[src/rtl/uart_rx_fifo.sv]
// uart_rx_fifo: 8N1 serial receiver that buffers bytes in a show-ahead FIFO.
// Ports:
//   clk, resetn  : rising-edge clock and synchronous active-low reset
//   rx           : asynchronous serial input, idle high
//   rx_data      : FIFO head byte (show-ahead), valid when rx_avail=1
//   rx_avail     : FIFO holds at least one byte
//   rx_level     : number of bytes held, 0..DEPTH
//   pop          : consume the head byte this cycle (ignored when empty)
//   overrun      : sticky, a byte was dropped because the FIFO was full
//   frame_err    : sticky, a stop bit was sampled low
//   clr_err      : clears both sticky flags on the next edge
module uart_rx_fifo #(
    parameter int CLKS_PER_BIT = 104,
    parameter int DEPTH        = 8
) (
    input  logic                   clk,
    input  logic                   resetn,
    input  logic                   rx,
    output logic [7:0]             rx_data,
    output logic                   rx_avail,
    output logic [$clog2(DEPTH):0] rx_level,
    input  logic                   pop,
    output logic                   overrun,
    output logic                   frame_err,
    input  logic                   clr_err
);

    localparam int AW = $clog2(DEPTH);
    localparam int CW = $clog2(CLKS_PER_BIT);
    localparam logic [CW-1:0] HALF = CW'(CLKS_PER_BIT / 2 - 1);
    localparam logic [CW-1:0] LAST = CW'(CLKS_PER_BIT - 1);
    localparam logic [AW:0] FULL_LVL = (AW + 1)'(DEPTH);

    typedef enum logic [2:0] {
        IDLE,
        START,
        DATA,
        STOP,
        BREAK
    } state_t;

    state_t        state;
    logic          sync1;
    logic          rx_s;
    logic [CW-1:0] cnt;
    logic [2:0]    bitn;
    logic [7:0]    shift;

    logic [7:0]    mem [DEPTH];
    logic [AW:0]   wr_ptr;
    logic [AW:0]   rd_ptr;
    logic [7:0]    last_q;

    logic          bit_end;
    logic          push;
    logic          stop_err;
    logic          empty;
    logic          full;
    logic          do_pop;
    logic          do_push;
    logic          drop;

    assign bit_end  = (cnt == LAST);
    assign push     = (state == STOP) && bit_end && rx_s;
    assign stop_err = (state == STOP) && bit_end && !rx_s;

    assign rx_level = wr_ptr - rd_ptr;
    assign empty    = (wr_ptr == rd_ptr);
    assign full     = (rx_level == FULL_LVL);
    assign do_pop   = pop && !empty;
    // A pop in the same cycle frees the slot, so a full FIFO still accepts.
    assign do_push  = push && (!full || do_pop);
    assign drop     = push && full && !do_pop;

    assign rx_avail = !empty;
    // When empty the last consumed byte is held rather than stale memory.
    assign rx_data  = empty ? last_q : mem[rd_ptr[AW-1:0]];

    always_ff @(posedge clk) begin
        if (!resetn) begin
            sync1 <= 1'b1;
            rx_s  <= 1'b1;
            state <= IDLE;
            cnt   <= '0;
            bitn  <= '0;
            shift <= '0;
        end else begin
            sync1 <= rx;
            rx_s  <= sync1;
            case (state)
                IDLE: begin
                    if (!rx_s) begin
                        state <= START;
                        cnt   <= '0;
                    end
                end
                START: begin
                    if (cnt == HALF) begin
                        cnt   <= '0;
                        bitn  <= '0;
                        state <= rx_s ? IDLE : DATA;
                    end else begin
                        cnt <= cnt + CW'(1);
                    end
                end
                DATA: begin
                    if (bit_end) begin
                        cnt   <= '0;
                        shift <= {rx_s, shift[7:1]};
                        bitn  <= bitn + 3'd1;
                        if (bitn == 3'd7) begin
                            state <= STOP;
                        end
                    end else begin
                        cnt <= cnt + CW'(1);
                    end
                end
                STOP: begin
                    if (bit_end) begin
                        cnt   <= '0;
                        state <= rx_s ? IDLE : BREAK;
                    end else begin
                        cnt <= cnt + CW'(1);
                    end
                end
                BREAK: begin
                    if (rx_s) begin
                        state <= IDLE;
                    end
                end
                default: state <= IDLE;
            endcase
        end
    end

    always_ff @(posedge clk) begin
        if (do_push) begin
            mem[wr_ptr[AW-1:0]] <= shift;
        end
    end

    always_ff @(posedge clk) begin
        if (!resetn) begin
            wr_ptr    <= '0;
            rd_ptr    <= '0;
            last_q    <= 8'h00;
            overrun   <= 1'b0;
            frame_err <= 1'b0;
        end else begin
            if (do_push) begin
                wr_ptr <= wr_ptr + (AW + 1)'(1);
            end
            if (do_pop) begin
                rd_ptr <= rd_ptr + (AW + 1)'(1);
                last_q <= mem[rd_ptr[AW-1:0]];
            end
            if (drop) begin
                overrun <= 1'b1;
            end else if (clr_err) begin
                overrun <= 1'b0;
            end
            if (stop_err) begin
                frame_err <= 1'b1;
            end else if (clr_err) begin
                frame_err <= 1'b0;
            end
        end
    end

endmodule

[config.mk]
export PLATFORM = sky130hd
export DESIGN_NAME = uart_rx_fifo
export DESIGN_NICKNAME = d
export VERILOG_FILES = /design/src/rtl/uart_rx_fifo.sv
export SDC_FILE = /design/constraint.sdc
export NUM_CORES = 1
export LEC_CHECK = 0
export CAP_MARGIN = 15
export CORE_MARGIN = 3
export CORE_UTILIZATION = 40
export CTS_CLUSTER_SIZE = 10
export DETAILED_ROUTE_END_ITERATION = 10
export PLACE_DENSITY = 0.66
export SLEW_MARGIN = 10
export SYNTH_ARGS = -nofsm -noshare
export SYNTH_HDL_FRONTEND = slang
export SYNTH_SLANG_ARGS = --single-unit
[constraint.sdc]
create_clock -name clk -period 8.41 [get_ports clk]
set_input_delay 1.2615 -clock clk [delete_from_list [all_inputs] [get_ports clk]]
set_output_delay 1.2615 -clock clk [all_outputs]
set_load 0.005 [all_outputs]
==> reports/metrics.csv, run 1 <==
stage,metric,value,unit
worst_hold_path,hold_class,reg2reg,
timing,hold_violations,0,
layout,num-nets-final,380,
cts,numCtsBuffers,9,
cts,htree_levels,3,
layout,utilization,0.471,
detailed_routing,drc,0,
placement,dpl-instance-area,4830,um^2
global_routing,grt_max_degree,35,
yosys,synth_seq_cells,108,
layout,antenna_cells,0,
cts,cts_num_sinks,108,
detailed_routing,wl_per_cell,15.5,um
worst_hold_path,holdCritStartpoint,sync1$_SDFF_PN1_,
timing,setup_ws,4560,ps
power,vdd_ir_drop_max,0.000115,V
yosys,netlist_instances,353,
worst_setup_path,path_class,reg2out,
layout,area_growth,13.8,%
yosys,synth-edff-count,64,
detailed_routing,drt-initial-drc-count,212,
layout,fin_area,5150,um^2
floorplanning,die_h,112,um
cts,cts-root-buf,clkbuf_16,
cts,cts.repair.resized,0,
cts,clk-insertion-delay-late,350,ps
worst_setup_path,end_kind,primary output,
cts,holdBufCountCts,0,
detailed_routing,wl,7900,um
timing,rsz0062_at_grt,false,
yosys,synth.avg_cell_area,12.8,um^2
global_routing,overflow,0,
timing,setup_viol,0,
cts,clk_pin_slew,70,ps
floorplanning,die_x,112,um
timing,finalWorstPathRequiredPeriod,3850,ps
power,pwr_density_cell,192,nW/um^2
power,p_leak,0.00173,uW
global_routing,grt.total_usage,0.134,
timing,slew-limit-headroom,0.301,
timing,clock.fmax,0.260,GHz
floorplanning,io_pins,20,
floorplanning,coreArea,10900,um^2
yosys,synth-seq-area-share,0.619,
global_routing,grt_pass1_vias,2670,
global_routing,grt_pass1_wl,13400,um
status,status,"finished, final reports clean",
timing,tns,0,ps
detailed_routing,ant_nets,0,
yosys,synthFlopType,edfxtp_1,
cts,post_cts_buffers,0,
yosys,ys_async_sr_fraction,0,
worst_setup_path,worstPathMaxFanout,17,
timing,hold_ws,411,ps
timing,worstMarginPinSlew,1040,ps
yosys,synth_nets,367,
yosys,syn_area,4530,um^2
detailed_routing,first_pass_iters,4,
yosys,yosys_warnings,0,
floorplanning,fp-row-count,38,
timing,fin_crit_sh,0.458,
cts,clock_path_buffers,2,
global_routing,antenna_found_initial,0,
floorplanning,start_util,0.414,
worst_setup_path,required,7150,ps
cts,cts_tree,done,
worst_setup_path,crit_arrival,2590,ps
placement,post-dp-hpwl,5350,um
worst_setup_path,worstSetupStartpoint,wr_ptr[0]$_SDFFE_PN0P_,
flow_run,max_cap_violations,0,
placement,pre_cts_ws,4510,ps
placement,gp_congestion,0.793,
yosys,synth.distinct_cells,52,
worst_setup_path,startpoint_type,flip-flop,
layout,layout-drive-gt1-share,0.119,
timing,skew,8.17,ps
floorplanning,die-area,12600,um^2
timing,slew_viol_final,0,
detailed_routing,num_vias,2692,
placement,port_buffers,19,
detailed_routing,via_per_inst,5.27,
worst_setup_path,r2r-start,wr_ptr[0]$_SDFFE_PN0P_,
where the power goes:
part	internal [uW]	switching [uW]
sequential	554	1.55
combinational	4.69	8.02
clock	232	190
worst max-delay path, cell delays in order (launching register included):
cell,delay (ps)
dfxtp_1,440
inv_1,150
ha_1,350
nand3_1,100
or2_2,430
a21oi_1,230
clkdlybuf4s50_1,530
synthesized netlist by cell type (3+ instances only):
cell type	count	area share
xnor2_1	3	0.0058
nor2_1	35	0.029
mux2i_1	11	0.024
and3_1	4	0.0055
buf_1	4	0.0033
a311oi_1	3	0.0058
xor2_1	3	0.0058
a21oi_1	29	0.032
dfxtp_1	44	0.19
inv_1	12	0.0099
nand2_1	31	0.026
a211oi_1	9	0.015
edfxtp_1	64	0.42
mux4_2	16	0.080
nor4b_1	4	0.0077
nand3_1	10	0.011
buf_2	6	0.0066
ha_1	8	0.022
nand2b_1	5	0.0069
or4_1	3	0.0050
clkbuf_1	11	0.0091
state kept, by name, indices dropped and copies added (netlist names), named ones only:
name and cells:
mem 64, bitn 3, wr_ptr 4, rd_ptr 4, overrun 1, shift 8, sync1 1, frame_err 1
cnt 7, last_q 8, rx_s 1, state 3
routing by layer:
layer,part of all wire,global-route usage
met5,0,0
met4,0.011,0.0433
met3,0.037,0.0420
met2,0.49,0.217
met1,0.46,0.173
stage by stage:
| step | instances | total power [uW] |
|---|---|---|
| after floorplan | 353 | 576 |
| after global placement | 494 | 580 |
| after detailed placement | 494 | 581 |
| after CTS | 510 | 1000 |
| after global routing | 511 | 1020 |
| final | 511 | 991 |
layout by cell type (no fill, tap or decap), types with 5 or more instances in the layout:
master,count
a211oi_1,9
a21oi_1,29
clkbuf_16,9
clkdlybuf4s50_1,19
dfxtp_1,44
edfxtp_1,64
ha_1,8
inv_1,12
mux2i_1,11
mux4_2,16
nand2_1,31
nand2b_1,5
nand3_1,10
nor2_1,35
kinds of logic (layout without fill, tap and decap cells):
| kind of cell | Yosys count | count (layout) | share of synthesized area |
|---|---|---|---|
| DFF | 108 | 108 | 0.619 |
| and+or+nand+nor | 110 | 110 | 0.124 |
| adders and majority gates | 9 | 9 | 0.0265 |
| buffers and inverters | 35 | 53 | 0.0323 |
| xor gates and xnor gates | 6 | 6 | 0.0116 |
| AOI/OAI and AO/OA | 58 | 58 | 0.0832 |
| muxes | 27 | 27 | 0.104 |
final timing paths:
path,cells past startpoint,slack [ps],to
worst min register to register,1,410,rx_s$_SDFF_PN1_
worst max-delay path,6,4560,rx_data[4]
worst max register to register,6,5210,mem[7][2]$_DFFE_PP_
worst min-delay path,1,410,rx_s$_SDFF_PN1_
layout make-up:
class	count	area, um^2
Fill cell	966	5780
Sequential cell	108	2800
Multi-Input combinational cell	210	1580
Timing Repair Buffer	24	248
Clock buffer	9	225
Tap cell	140	175
Clock inverter	7	75.1
Inverter	13	48.8
No activity file was read; power rests on OpenSTA's default activity.
==> run 2: changes to the inputs <==
Clock period 8.41 ns to 3.66 ns, I/O delays scaled along.
==> run 2 against run 1 <==
  * Worst hold slack better by 7.3 ps
  * Setup slack worse by 3900 ps
  * Sequential power is 130% higher
  * Global-route usage grew 0.66 points
  * Utilization increased by 0.23 points
  * Via count decreased by 0.15%
  * Non-clock buffer count up 3
  * First-iteration DRC count down 24%
  * Design area rose by 0.49%
  * Critical path type unchanged
  * Critical endpoint is now rx_data[7]
==> reports/metrics.csv, run 2 (synthesized netlist as in run 1, its figures left out) <==
stage,metric,value,unit,change
worst_setup_path,end_kind,primary output,,
cts,cts.repair.resized,0,,unchanged
placement,dpl-instance-area,4860,um^2,+0.62%
floorplanning,fp-row-count,38,,unchanged
detailed_routing,wl_per_cell,16.0,um,+3.5%
placement,post-dp-hpwl,5710,um,+6.8%
cts,clock_path_buffers,2,,unchanged
detailed_routing,first_pass_iters,5,,+1
timing,finalWorstPathRequiredPeriod,3050,ps,
cts,clk-insertion-delay-late,350,ps,about the same
detailed_routing,wl,8230,um,+4.1%
worst_setup_path,path_class,reg2out,,
floorplanning,coreArea,10900,um^2,unchanged
flow_run,max_cap_violations,0,,unchanged
global_routing,grt.total_usage,0.140,,+0.00659
layout,final-seq-area,2800,um^2,unchanged
layout,mostFrequentLayoutCell,edfxtp_1,,
layout,layoutNonFillerInstCount,514,,+0.59%
global_routing,grt_max_degree,34,,-2.9%
detailed_routing,via_per_inst,5.23,,-0.73%
layout,antenna_cells,0,,unchanged
worst_setup_path,startpoint_type,flip-flop,,
detailed_routing,num_vias,2688,,-0.15%
worst_setup_path,required,3110,ps,-4040 ps
worst_setup_path,crit_arrival,2500,ps,-90 ps
floorplanning,die_x,112,um,unchanged
timing,worstMarginPinSlew,748,ps,-293 ps
cts,htree_levels,3,,unchanged
worst_setup_path,worstPathMaxFanout,17,,unchanged
timing,tns,0,ps,unchanged
layout,largest_reg_flops,64,,unchanged
cts,holdBufCountCts,0,,unchanged
layout,multiInputGateArea,1580,um^2,unchanged
timing,slew_viol_final,0,,unchanged
placement,port_buffers,19,,unchanged
timing,hold_violations,0,,unchanged
global_routing,grt_pass1_vias,2697,,+1.0%
layout,layout-drive-gt1-share,0.128,,+0.00974
status,status,"finished, final reports clean",,
floorplanning,io_pins,20,,unchanged
timing,slew-limit-headroom,0.497,,+0.197
layout,final_cell_mix,"64 x edfxtp_1, 44 x dfxtp_1, 35 x nor2_1",,
layout,area_growth,14.4,%,
global_routing,overflow,0,,unchanged
cts,post_cts_buffers,0,,unchanged
power,vdd_ir_drop_max,0.000268,V,+130%
cts,cts_tree,done,,
timing,setup_viol,0,,unchanged
placement,gp_congestion,0.839,,+5.8%
floorplanning,start_util,0.414,,unchanged
global_routing,antenna_found_initial,0,,unchanged
global_routing,grt_pass1_wl,13900,um,+3.3%
layout,nFillCells,964,,-0.21%
floorplanning,die-area,12600,um^2,unchanged
layout,num-nets-final,383,,+0.79%
detailed_routing,drt-initial-drc-count,161,,-24%
placement,dp_cells,498,,+0.81%
layout,fin_area,5180,um^2,+0.49%
cts,cts-root-buf,clkbuf_16,,
power,pwr_density_cell,449,nW/um^2,+130%
layout,utilization,0.474,,+0.00229
cts,numCtsBuffers,9,,unchanged
detailed_routing,ant_nets,0,,unchanged
floorplanning,die_h,112,um,unchanged
worst_hold_path,hold_class,reg2reg,,
timing,skew,9.30,ps,+1.13 ps
power,power.total,2320,uW,+130%
cts,clk_pin_slew,70,ps,about the same
cts,cts_num_sinks,108,,unchanged
timing,rsz0062_at_grt,false,,
power,p_leak,0.00176,uW,+1.7%
detailed_routing,drc,0,,unchanged
timing,clock.fmax,0.328,GHz,
timing,fin_crit_sh,0.833,,
## run 2: changes by cell type in the layout (fill, tap and decap cells not counted)
cell	before	now
buf_4	4	8
inv_8	0	3
clkinvlp_4	2	0
buf_16	1	0
clkinv_1	2	1
clkinv_4	1	0
clkinv_8	0	1
## run 2: critical path: stages (launching register included)
cell and delay, ps:
dfxtp_1 430, inv_1 140, ha_1 350, nand3_1 100
or2_2 430, a21oi_1 190, clkdlybuf4s50_1 520
## run 2: layout make-up
class                      count  share of cell area
sequential                   108               0.541
multi-input combinational    210               0.305
timing repair buffer          27              0.0483
clock buffer                   9              0.0435
tap                          140              0.0338
clock inverter                 7              0.0188
inverter                      13             0.00942
## run 2: final timing paths
kind	slack, ps	cells past startpoint	start	endpoint
setup / recovery	610	6	wr_ptr[0]$_SDFFE_PN0P_	rx_data[7]
hold / removal	420	1	sync1$_SDFF_PN1_	rx_s$_SDFF_PN1_
setup reg to reg	730	8	wr_ptr[0]$_SDFFE_PN0P_	mem[5][5]$_DFFE_PP_
hold reg to reg	420	1	sync1$_SDFF_PN1_	rx_s$_SDFF_PN1_
## run 2: per-layer routing
layer	vias up	GRT usage	part of all wire	wire [um]
met5	-	0	0	0
met4	0	0.0537	0.0085	70
met3	4	0.0361	0.051	418
met2	54	0.221	0.49	4010
met1	1289	0.189	0.45	3730
li1	1341	-	-	-
## run 2: where the power goes
part	internal, uW	switching (uW)
combinational	11.4	18.1
clock	556	462
sequential	1270	3.65
## run 2: stage by stage
stage	hold slack, ps	setup WS (ps)
after detailed placement	403	801
after CTS	421	580
after floorplan	386	656
after global routing	423	414
final	418	610
after global placement	393	904
==> run 3: changes to the inputs <==
Settings changed: PLACE_DENSITY 0.66 to 0.68.
Clock period 3.66 ns to 2.5 ns, I/O delays scaled along.
==> run 3 against run 2 <==
  * Flip-flop and latch count is the same
  * Sequential power grew 46%
  * Utilization grew 3.8 points
  * Worst hold slack lost 9.0 ps
  * Count of clock-buffer cells in the layout is the same
  * Sequential share of layout area shrank 3.9 points
  * Routed wire length grew 3.2%
  * Design area grew 8.0%
  * Critical path type unchanged
==> reports/metrics.csv, run 3 (synthesized netlist as in run 1, its figures left out) <==
stage,metric,value,unit,change
cts,holdBufCountCts,0,,unchanged
timing,rsz0062_at_grt,false,,
cts,cts-root-buf,clkbuf_16,,
layout,fin_area,5600,um^2,+8.0%
detailed_routing,ant_nets,0,,unchanged
detailed_routing,first_pass_iters,4,,-1
worst_setup_path,worstPathMaxFanout,5,,-12
worst_setup_path,required,2120,ps,-990 ps
detailed_routing,via_per_inst,5.28,,+1.0%
layout,num-nets-final,415,,+8.4%
floorplanning,fp-row-count,38,,unchanged
placement,port_buffers,19,,unchanged
detailed_routing,drt-initial-drc-count,200,,+24%
floorplanning,start_util,0.414,,unchanged
global_routing,grt_pass1_wl,14300,um,+3.2%
global_routing,grt.total_usage,0.144,,+0.00350
status,status,"finished, final reports clean",,
cts,clk_pin_slew,70,ps,about the same
timing,slew-limit-headroom,0.556,,+0.0586
global_routing,grt_pass1_vias,2933,,+8.8%
timing,slew_viol_final,0,,unchanged
global_routing,antenna_found_initial,0,,unchanged
worst_setup_path,startpoint_type,flip-flop,,
cts,numCtsBuffers,9,,unchanged
timing,finalWorstPathRequiredPeriod,2430,ps,
cts,clock_path_buffers,2,,unchanged
worst_setup_path,critPathMaxStageDelay,510,ps,about the same
floorplanning,die_x,112,um,unchanged
worst_setup_path,cp_cell_sequence,buf_12 -> buf_4 -> mux4_2 -> mux2i_2 -> a21oi_1 -> dlygate4sd2_1,,
detailed_routing,dr.max_layer_used,met4,,
floorplanning,coreArea,10900,um^2,unchanged
placement,dpl-instance-area,5030,um^2,+3.7%
detailed_routing,num_vias,2884,,+7.3%
layout,mostFrequentLayoutCell,edfxtp_1,,
layout,multiInputGateArea,1760,um^2,+11%
layout,area_growth,23.6,%,
timing,fin_crit_sh,0.973,,
worst_setup_path,crit_arrival,2060,ps,-440 ps
layout,antenna_cells,0,,unchanged
layout,nFillCells,902,,-6.4%
cts,cts_num_sinks,108,,unchanged
floorplanning,die-area,12600,um^2,unchanged
cts,clk-insertion-delay-late,340,ps,about the same
detailed_routing,wl_met2,4260,um,+6.2%
worst_setup_path,crit_slowest_cell,mux4_2,,
timing,worstMarginPinSlew,665,ps,-82.6 ps
timing,setup_viol,0,,unchanged
global_routing,overflow,0,,unchanged
timing,tns,0,ps,unchanged
placement,gp_congestion,0.814,,-2.9%
cts,htree_levels,3,,unchanged
detailed_routing,met1_length,3640,um,-2.6%
worst_setup_path,path_class,reg2out,,
cts,cts_tree,done,,
detailed_routing,wl_per_cell,15.5,um,-2.9%
floorplanning,io_pins,20,,unchanged
timing,clock.fmax,0.411,GHz,
power,p_leak,0.00199,uW,+13%
power,vdd_ir_drop_max,0.000389,V,+45%
worst_hold_path,hold_class,reg2reg,,
layout,layout-drive-gt1-share,0.246,,+0.118
layout,largest_reg_flops,64,,unchanged
detailed_routing,drc,0,,unchanged
timing,skew,6.86,ps,-2.44 ps
detailed_routing,wl,8490,um,+3.2%
power,pwr_density_cell,589,nW/um^2,+31%
detailed_routing,wl_met3,317,um,-24%
layout,final_cell_mix,"64 x edfxtp_1, 40 x dfxtp_1, 35 x nor2_1, 35 x buf_4, 31 x nand2_1",,
global_routing,grt_max_degree,25,,-26%
layout,final-seq-area,2810,um^2,+0.36%
flow_run,max_cap_violations,0,,unchanged
timing,hold_violations,0,,unchanged
placement,post-dp-hpwl,5500,um,-3.8%
worst_setup_path,end_kind,primary output,,
floorplanning,die_h,112,um,unchanged
==> run 3: per-layer routing <==
| metal | vias up | global-route usage |
|---|---|---|
| met5 | - | 0 |
| met4 | 0 | 0.0841 |
| met3 | 23 | 0.0307 |
| met2 | 48 | 0.237 |
| met1 | 1407 | 0.175 |
| li1 | 1406 | - |
==> run 3: path summary, 6_finish.rpt <==
kind | start | end | slack [ps] | cells after the start
max | flip-flop | rx_data[7] | 70 | 6
min | sync1$_SDFF_PN1_ | rx_s$_SDFF_PN1_ | 410 | 1
max reg2reg | wr_ptr[0]$_SDFFE_PN0P_ | mem[3][4]$_DFFE_PP_ | 180 | 9
min reg2reg | sync1$_SDFF_PN1_ | rx_s$_SDFF_PN1_ | 410 | 1
==> run 3: final cells by class <==
type | instances | share of cell area
clock inverters | 7 | 0.0121
multi-input cells | 212 | 0.314
repair buffers | 57 | 0.0912
inverters | 13 | 0.00872
clock buffers | 9 | 0.0403
well taps | 140 | 0.0313
flip-flops and latches | 108 | 0.503
==> run 3: where the power goes <==
part           leakage [uW]  switching, uW  total, uW  internal, uW
clock              0.000140            609       1380           771
sequential         0.000950           5.34       1870          1860
combinational      0.000898           27.4       45.2          17.8
total               0.00199            642       3290          2650
==> run 3: repair_timing <==
item                       4_1_cts  5_1_grt
setup buffers                   15        0
setup endpoints to repair        9        4
pin swaps                        2        0
hold endpoints to repair         0        0
gates cloned                     3        0
resized for setup               25        8
==> run 3: metrics by stage <==
stage	worst slack [ps]	power, uW	hold WS (ps)	utilization	std cells
finish	68.4	3290	409	0.512	546
global route	1.64	3400	429	0.512	546
CTS	57.9	3310	411	0.507	546
detailed placement	111	1960	394	0.460	512
global placement	176	1960	392	0.460	512
floorplan	10.1	1940	386	-	353
==> run 3: critical path: cells and delay by family (launching register included) <==
kind / cells / cell delay (ps)
flops: 1 / 400
buf+inv: 3 / 510
compound gates: 1 / 90
mux: 2 / 710
